<file path="config.mk">
export PLATFORM = sky130hd
export DESIGN_NAME = strobe_readback
export DESIGN_NICKNAME = d
export VERILOG_FILES = /design/src/rtl/strobe_readback.sv
export SDC_FILE = /design/constraint.sdc
export NUM_CORES = 1
export LEC_CHECK = 0
export ABC_AREA = 1
export BUFFER_PORTS_ARGS = -buffer_cell sky130_fd_sc_hd__buf_2
export CORE_ASPECT_RATIO = 0.5
export CORE_MARGIN = 3
export CORE_UTILIZATION = 35
export CTS_BUF_LIST = sky130_fd_sc_hd__clkbuf_4 sky130_fd_sc_hd__clkbuf_8
export DETAILED_ROUTE_END_ITERATION = 8
export GPL_ROUTABILITY_DRIVEN = 0
export SLEW_MARGIN = 0
export SYNTH_ARGS = -nofsm -noshare
export SYNTH_HDL_FRONTEND = slang
export SYNTH_SLANG_ARGS = --single-unit
</file>
<file path="constraint.sdc">
create_clock -name CLK -period 5.8 [get_ports CLK]
set_clock_uncertainty 0.2 [all_clocks]
set_input_delay 0.29 -clock CLK [delete_from_list [all_inputs] [get_ports CLK]]
set_output_delay 0.29 -clock CLK [all_outputs]
set_load 0.05 [all_outputs]
</file>
<file path="src/rtl/strobe_readback.sv">
// rtl/strobe_readback.sv - burst readback of strobe vectors from a request-time snapshot
// Optional READBACK_PARITY_EN adds RD_PARITY (even parity of RD_DATA).
module strobe_readback #(
  parameter int ADDRESS_SIZE        = 10,
  parameter int DATA_SIZE           = 8,
  parameter int NB_SLAVES           = 4,
  parameter int SIZE_STROBE_DMSB    = 67,
  parameter int SIZE_STROBE_UMSB    = 67,
  parameter int SIZE_STROBE_BLE     = 68,
  parameter int HAS_DMSBOUT         = 0,
  parameter int SIZE_STROBE_DMSBOUT = 1,
  parameter int LEN_SIZE            = 4
) (
  input  logic                           CLK,
  input  logic                           RESET,
  input  logic                           REQ_VALID,
  output logic                           REQ_READY,
  input  logic [ADDRESS_SIZE-1:0]        REQ_ADDRESS,
  input  logic [LEN_SIZE-1:0]            REQ_LEN,
  input  logic [SIZE_STROBE_DMSB-1:0]    STROBE_DMSB,
  input  logic [SIZE_STROBE_UMSB-1:0]    STROBE_UMSB,
  input  logic [SIZE_STROBE_BLE-1:0]     STROBE_BLE,
  input  logic [SIZE_STROBE_DMSBOUT-1:0] STROBE_DMSBOUT,
  output logic [DATA_SIZE-1:0]           RD_DATA,
  output logic                           RD_VALID,
  input  logic                           RD_READY,
  output logic                           RD_LAST,
  output logic                           RD_ERROR,
`ifdef READBACK_PARITY_EN
  output logic                           RD_PARITY,
`endif
  output logic                           BUSY
);

  localparam int TSEL_W    = $clog2(NB_SLAVES + 2);
  localparam int IDXW      = ADDRESS_SIZE - TSEL_W;
  localparam int S         = SIZE_STROBE_BLE / NB_SLAVES;
  localparam int MAX_A     = (SIZE_STROBE_DMSB > SIZE_STROBE_UMSB) ? SIZE_STROBE_DMSB : SIZE_STROBE_UMSB;
  localparam int MAX_B     = (S > SIZE_STROBE_DMSBOUT) ? S : SIZE_STROBE_DMSBOUT;
  localparam int SNAP_W    = (MAX_A > MAX_B) ? MAX_A : MAX_B;
  localparam int WMAX      = (SNAP_W + DATA_SIZE - 1) / DATA_SIZE;
  localparam int SNAP_BITS = WMAX * DATA_SIZE;

  typedef logic [IDXW:0] wcnt_t;
  localparam wcnt_t W_BLE  = wcnt_t'((S + DATA_SIZE - 1) / DATA_SIZE);
  localparam wcnt_t W_DMSB = wcnt_t'((SIZE_STROBE_DMSB + DATA_SIZE - 1) / DATA_SIZE);
  localparam wcnt_t W_UMSB = wcnt_t'((SIZE_STROBE_UMSB + DATA_SIZE - 1) / DATA_SIZE);
  localparam wcnt_t W_DOUT = wcnt_t'((SIZE_STROBE_DMSBOUT + DATA_SIZE - 1) / DATA_SIZE);

  typedef enum logic [1:0] {IDLE, SNAP, SEND} state_t;

  state_t                 state_q;
  logic [TSEL_W-1:0]      tsel_q;
  logic [IDXW-1:0]        idx_q;
  logic [LEN_SIZE-1:0]    cnt_q;
  logic [SNAP_BITS-1:0]   snap_q, snap_d;
  wcnt_t                  words_q, words_d;
  logic                   bad_q, bad_d;
  logic                   req_ready_q, busy_q;
  logic                   rd_valid_q, rd_last_q, rd_error_q;
  logic [DATA_SIZE-1:0]   rd_data_q;

  logic [IDXW-1:0]        sel_idx;
  logic [LEN_SIZE-1:0]    sel_cnt;
  logic [DATA_SIZE-1:0]   word, beat_data;
  logic                   beat_err, beat_last;

  // Snapshot source, zero-extended to the widest target.
  always_comb begin
    snap_d  = '0;
    words_d = '0;
    bad_d   = 1'b0;
    if (tsel_q < TSEL_W'(NB_SLAVES)) begin
      for (int i = 0; i < NB_SLAVES; i++)
        if (tsel_q == TSEL_W'(i)) snap_d[S-1:0] = STROBE_BLE[i*S +: S];
      words_d = W_BLE;
    end else if (tsel_q == TSEL_W'(NB_SLAVES)) begin
      snap_d[SIZE_STROBE_DMSB-1:0] = STROBE_DMSB;
      words_d = W_DMSB;
    end else if (tsel_q == TSEL_W'(NB_SLAVES + 1)) begin
      snap_d[SIZE_STROBE_UMSB-1:0] = STROBE_UMSB;
      words_d = W_UMSB;
    end else if (HAS_DMSBOUT != 0 && tsel_q == TSEL_W'(NB_SLAVES + 2)) begin
      snap_d[SIZE_STROBE_DMSBOUT-1:0] = STROBE_DMSBOUT;
      words_d = W_DOUT;
    end else begin
      bad_d = 1'b1;
    end
  end

  // Beat to present next: the current one on first load, the following one after a handshake.
  always_comb begin
    sel_idx = rd_valid_q ? idx_q + 1'b1 : idx_q;
    sel_cnt = rd_valid_q ? cnt_q - 1'b1 : cnt_q;
    word    = '0;
    for (int k = 0; k < WMAX; k++)
      if (sel_idx == IDXW'(k)) word = snap_q[k*DATA_SIZE +: DATA_SIZE];
    beat_err  = bad_q || ({1'b0, sel_idx} >= words_q);
    beat_data = beat_err ? '0 : word;
    beat_last = bad_q || (sel_cnt == '0);
  end

`ifdef READBACK_PARITY_EN
  logic rd_parity_q;
  always_ff @(posedge CLK or posedge RESET) begin
    if (RESET) begin
      rd_parity_q <= 1'b0;
    end else if (state_q == SEND && (!rd_valid_q || RD_READY)) begin
      rd_parity_q <= (rd_valid_q && rd_last_q) ? 1'b0 : ^beat_data;
    end
  end
  assign RD_PARITY = rd_parity_q;
`endif

  always_ff @(posedge CLK or posedge RESET) begin
    if (RESET) begin
      state_q     <= IDLE;
      tsel_q      <= '0;
      idx_q       <= '0;
      cnt_q       <= '0;
      snap_q      <= '0;
      words_q     <= '0;
      bad_q       <= 1'b0;
      req_ready_q <= 1'b0;
      busy_q      <= 1'b0;
      rd_valid_q  <= 1'b0;
      rd_last_q   <= 1'b0;
      rd_error_q  <= 1'b0;
      rd_data_q   <= '0;
    end else begin
      case (state_q)
        IDLE: begin
          if (REQ_VALID && req_ready_q) begin
            tsel_q      <= REQ_ADDRESS[ADDRESS_SIZE-1 -: TSEL_W];
            idx_q       <= REQ_ADDRESS[IDXW-1:0];
            cnt_q       <= REQ_LEN;
            req_ready_q <= 1'b0;
            busy_q      <= 1'b1;
            state_q     <= SNAP;
          end else begin
            req_ready_q <= 1'b1;
          end
        end
        SNAP: begin
          snap_q  <= snap_d;
          words_q <= words_d;
          bad_q   <= bad_d;
          state_q <= SEND;
        end
        SEND: begin
          if (!rd_valid_q || RD_READY) begin
            if (rd_valid_q && rd_last_q) begin
              rd_valid_q  <= 1'b0;
              rd_last_q   <= 1'b0;
              rd_error_q  <= 1'b0;
              rd_data_q   <= '0;
              busy_q      <= 1'b0;
              req_ready_q <= 1'b1;
              state_q     <= IDLE;
            end else begin
              idx_q      <= sel_idx;
              cnt_q      <= sel_cnt;
              rd_valid_q <= 1'b1;
              rd_data_q  <= beat_data;
              rd_error_q <= beat_err;
              rd_last_q  <= beat_last;
            end
          end
        end
        default: state_q <= IDLE;
      endcase
    end
  end

  assign REQ_READY = req_ready_q;
  assign BUSY      = busy_q;
  assign RD_VALID  = rd_valid_q;
  assign RD_LAST   = rd_last_q;
  assign RD_ERROR  = rd_error_q;
  assign RD_DATA   = rd_data_q;

endmodule

</file>
After elaboration in Yosys (flattened, before gate mapping)
Cells that the tools add are included.
W data, S select, Z words.
{"block": "op_classes", "n_eq_ne": 19, "n_mux": 50, "reduce_logical": 17, "order_cmp": 2, "n_addsub": 2}
{"cell": "$mux W67", "count": 2}
{"cell": "$mux W8", "count": 11}
{"cell": "$mux W17", "count": 5}
{"cell": "$mux W50", "count": 1}
{"cell": "$eq A7 B3 Y1 const B", "count": 4}
{"cell": "$mux W4", "count": 7}
{"cell": "$mux W7", "count": 4}
{"cell": "$eq A7 B2 Y1 const B", "count": 2}
{"cell": "$pmux W7 S2", "count": 1}
{"cell": "$mux W1", "count": 12}
{"cell": "$ge A7 B8 Y1", "count": 1}
{"cell": "$ne A2 B2 Y1 const B", "count": 4}
{"cell": "$pmux W4 S2", "count": 1}
{"cell": "$reduce_and A4 Y1", "count": 2}
{"cell": "$add A7 B1 Y7 const B", "count": 1}
{"cell": "$eq A7 B1 Y1 const B", "count": 1}
{"cell": "$eq A7 B4 Y1 const B", "count": 1}
{"cell": "$logic_not A7 Y1", "count": 1}
{"cell": "$eq A3 B2 Y1 const B", "count": 2}
{"cell": "$eq A3 B3 Y1 const B", "count": 2}
{"cell": "$mux W2", "count": 3}
{"cell": "$pmux W2 S3", "count": 1}
{"cell": "$reduce_and A3 Y1", "count": 2}
{"cell": "$logic_not A4 Y1", "count": 1}
{"cell": "13 further kinds", "count": 18}
{"block": "totals", "elab_cells": 103, "out_inout_bits": 13, "register_bits": 105}

Logic depth before layout (Yosys ltp)
{"block": "depth", "ltp_word": 14, "depth_mapped": 16, "mapped_depth_nobuf": 14}

Worst setup path after synthesis
OpenSTA, ideal clock, no wires.
{"block": "synth_timing", "path_type": "register -> register", "from": "register rd_valid_q (netlist: RD_VALID)", "to": "register rd_data_q[3] (netlist: RD_DATA[3])", "stages_incl_launch_ff": 15, "period_less_slack_ns": 2.569, "arrival_ns": 2.303, "slack_ns": 3.231, "path_buffers": 1, "path_cell_list": "dfrtp_1 > buf_2 > inv_2 > nand2_1 > nand2_1 > ha_1 > o21ai_0 > nand3b_1 > nand2_1 > nand2_1 > nor3_1 > nand2_1 > a21oi_1 > nand2_1 > nand2_1"}
{"block": "synth_between", "elab_chain_len": 13, "word_cells_on_any_way": 27}
{"element": "from (decl)", "line": "60", "text": "logic rd_valid_q, rd_last_q, rd_error_q;"}
{"element": "from (signal assigned)", "line": "126", "text": "rd_valid_q <= 1'b0;"}
{"element": "from (signal assigned)", "line": "153", "text": "rd_valid_q <= 1'b0;"}
{"element": "from (signal assigned)", "line": "163", "text": "rd_valid_q <= 1'b1;"}
{"element": "$mux W7", "line": "93", "text": "sel_idx = rd_valid_q ? idx_q + 1'b1 : idx_q;"}
{"element": "$logic_not A7 Y1", "line": "97", "text": "if (sel_idx == IDXW'(k)) word = snap_q[k*DATA_SIZE +: DATA_SIZE];"}
{"element": "$mux W8 (9 in series)", "line": "97"}
{"element": "$mux W8", "line": "99", "text": "beat_data = beat_err ? '0 : word;"}
{"element": "$mux W8", "line": "152", "text": "if (rd_valid_q && rd_last_q) begin"}
{"element": "to (signal assigned)", "line": "164", "text": "rd_data_q <= beat_data;"}
{"element": "to (decl)", "line": "61", "text": "logic [DATA_SIZE-1:0] rd_data_q;"}
Parallel ways exist; a longest one is shown, timed or not.
A chain may end at the register's enable or synchronous reset.

Worst setup path after layout
{"block": "layout_timing", "from": "register rd_valid_q (netlist: RD_VALID)", "to": "register rd_data_q[6] (netlist: RD_DATA[6])"}
The elaborated chain is that of the path after synthesis.

==> results.sh <==
export IMPL_routed_wl_um=22000
export IMPL_intPower_mw=1.76
export IMPL_status="finished clean"
export IMPL_slowest_stage="dfrtp_1"
export IMPL_critPathTopFamily="simple AND/OR/NAND/NOR gates"
export IMPL_first_pass_iters=6
export IMPL_layout_drive_gt1_share=0.283
export IMPL_final_cells=1258
export IMPL_hp_start="REQ_ADDRESS[0]"
export IMPL_cts_repair_resized=0
export IMPL_cts_buffers=9
export IMPL_yosysSeqAreaShare=0.404
export IMPL_multi_input_area_sq_um=3220
export IMPL_clk_latency_ns=0.37
export IMPL_synth_cells=826
export IMPL_pin_count=234
export IMPL_hold_class="input port to flop"
export IMPL_async_reset_ff_frac=1.00
export IMPL_area_growth_pct=24.8
export IMPL_ys_ff_latch=100
export IMPL_min_period_over_period=0.530
export IMPL_tightest_slew_ns=1.15
export IMPL_synth_area_sq_um=6200
export IMPL_pwr_share_seq=0.336
export IMPL_dp_cells=1232
export IMPL_clockRootBuffer="clkbuf_8"
export IMPL_wl_per_cell_um=17.5
export IMPL_slowest_delay_ns=0.66
export IMPL_pwr_density_cell_nw_per_um2=473
export IMPL_min_delay_path_depth=3
export IMPL_synthFlopType="dfrtp_1"
export IMPL_yosys_warnings=0
export IMPL_grt_max_degree=91
export IMPL_grt_ovfl_total=0
export IMPL_clkSinkCount=100
export IMPL_netSwitchingFraction=0.518
export IMPL_maxCapViolCount=0
export IMPL_clock_path_buffers=2
export IMPL_period_needed_ns=3.07
export IMPL_cp_max_fo=29
export IMPL_final_nets=1251
export IMPL_drv_slew=0
export IMPL_rsz0062_at_grt="no"
export IMPL_yosys_area_top_type="dfrtp_1"
export IMPL_synth_area_per_cell_sq_um=7.50
export IMPL_drt_iter0_drc=585
export IMPL_crit_path_end_kind="flop"
export IMPL_hpwl_um=16800
export IMPL_synth_most_common_cell="nand3_1"
export IMPL_grt_total_usage=0.224
export IMPL_p_leak_nw=4.02
export IMPL_fillers=1757
export IMPL_synthTopCellsByArea="dfrtp_1 40%, nand3_1 16%, a21o_1 6.5%"
export IMPL_grt_pass1_wl_um=34700
export IMPL_hold_viol=0
export IMPL_die_w_um=194
export IMPL_dieHeight_um=100
export IMPL_initial_core_util=0.368
export IMPL_crit_top_cell="nand2_1"
export IMPL_r2r_end="RD_DATA[6]"
export IMPL_synth_nets=1052
export IMPL_max_slew_margin=0.228
export IMPL_p_sw_mw=1.89
export IMPL_rrSetupSlack_ns=2.73
export IMPL_start_kind="flop"
export IMPL_reg2reg_depth=12
export IMPL_fin_ws_ns=2.73
export IMPL_cts_max_level=3
export IMPL_seq_area_sq_um=2500
export IMPL_final_antenna_net_count=0
export IMPL_post_place_ws_ns=2.81
export IMPL_tns_ns=0
export IMPL_path_class="flop to flop"
export IMPL_r2r_start="RD_VALID"
export IMPL_viasPerCell=5.36
export IMPL_portBuffers=232
export IMPL_required_ns=5.92
export IMPL_grt_pass1_vias=6519
export IMPL_clock_fmax_ghz=0.325
export IMPL_dieArea_sq_um=19400
export IMPL_cts_tree="done"
export IMPL_clkPwrFrac=0.114
export IMPL_core_area_sq_um=16800
export IMPL_synth_edf_count=0
export IMPL_drc=0
export IMPL_rows=33
export IMPL_crit_arrival_ns=3.19
export IMPL_synth_common_cells="201 x nand3_1, 108 x nand2_1, 100 x dfrtp_1"
export IMPL_pwr_share_comb=0.550
export IMPL_synth_distinct_cells=34
export IMPL_setup_violations_final=0
export IMPL_antenna_found_initial=3
export IMPL_path_cells="nand2_1 > nor2_2 > nand3_1 > nand2_1 > nand2_1 > nor2_4 > nand2_2 > nor2_2 > a21oi_1 > nand4_1 > nand2_1 > nand2_1"
export IMPL_worstHoldEndpoint="idx_q[0]"
export IMPL_path_clk_slew_ns=0.10
export IMPL_peakVddDrop_mv=0.202
export IMPL_cp_num_buf_inv=0
export IMPL_via_count=6745
export IMPL_synth_top_area_frac=0.404
==> layer usage <==
layer | up-vias | global-route usage | part of all wire
met2 | 232 | 0.353 | 0.45
met5 | - | 0 | 0.00095
met1 | 3194 | 0.325 | 0.47
li1 | 3296 | - | -
met3 | 19 | 0.0449 | 0.064
met4 | 4 | 0.0397 | 0.0095
==> worst max-delay path by stage <==
stage | startpoint | end | cells past startpoint
global placement | RD_VALID | RD_DATA[0] | 12
global route | RD_VALID | RD_DATA[0] | 12
floorplan | RESET | BUSY | 1
detailed placement | RD_VALID | RD_DATA[2] | 12
finish | RD_VALID | RD_DATA[6] | 12
CTS | RD_VALID | RD_DATA[2] | 12
==> final cells by class <==
| class | instances | area share |
|---|---|---|
| antenna | 1 | 0.000324 |
| clock buffer | 10 | 0.0178 |
| clock inverter | 6 | 0.00502 |
| inverter | 64 | 0.0316 |
| multi-input combinational | 602 | 0.416 |
| sequential | 100 | 0.324 |
| tap | 227 | 0.0367 |
| timing repair buffer | 248 | 0.169 |
==> flip-flops by register name (all words and copies together), names as in the netlist, 2 cells and up <==
| name | count |
|---|---|
| tsel_q | 3 |
| idx_q | 7 |
| RD_DATA | 8 |
| state_q | 2 |
| cnt_q | 4 |
| snap_q | 67 |
| words_q | 3 |
==> placed cells by master (no fill, tap or decap), drive strengths merged <==
cell type / synthesis / layout
nand4: 19 / 19
dlygate4sd3: 0 / 9
ha: 5 / 5
xor2: 4 / 4
a21oi: 59 / 59
nor2: 46 / 46
a221oi: 13 / 13
a31oi: 18 / 18
nand2: 110 / 110
diode: 0 / 1
clkbuf: 50 / 10
nand3b: 1 / 1
nor3: 4 / 4
nor4: 1 / 1
o21a: 1 / 1
o21ai: 55 / 55
inv: 62 / 62
clkinvlp: 0 / 2
a21o: 54 / 54
dfrtp: 100 / 100
o211ai: 5 / 5
buf: 10 / 239
o22ai: 5 / 5
nand3: 202 / 202
clkinv: 2 / 6
==> power by group through the flow <==
stage	logic (mW)	registers [mW]	clock network (mW)
2_1_floorplan	1.47	1.19	0
5_1_grt	2.25	1.26	0.454
4_1_cts	2.01	1.23	0.424
6_report	2.01	1.23	0.416
3_3_place_gp	1.95	1.23	0
3_5_place_dp	1.99	1.24	0
==> worst min-delay path, cell delays in order <==
cell and delay [ns]:
buf_2 0.10, o211ai_1 0.09, o21ai_0 0.07
==> logic make-up (layout without fill, tap and decap cells) <==
group / after synthesis / in the layout / share of synthesized area
simple gates: 383 / 383 / 0.292
compound gates: 210 / 210 / 0.208
buf+inv: 124 / 328 / 0.0802
flops: 100 / 100 / 0.404
fa+ha+maj: 5 / 5 / 0.0101
other cells: 0 / 1 / 0
xor+xnor: 4 / 4 / 0.00687
==> stage by stage <==
stage	area (sq um)	utilization	hold slack, ns	power, mW
after global placement	7460	0.443	0.203	3.18
after CTS	7730	0.459	0.00642	3.66
after detailed placement	7460	0.443	0.205	3.23
after floorplan	6200	-	0.211	2.66
final	7730	0.459	0.00804	3.65
after global routing	7730	0.459	0.0383	3.97
==> repair_timing <==
action                                 4_1_cts  5_1_grt
buffers inserted                             0        0
hold buffers                                 9        0
endpoints found under the hold margin       53        0
No activity file was read; power rests on OpenSTA's default activity.
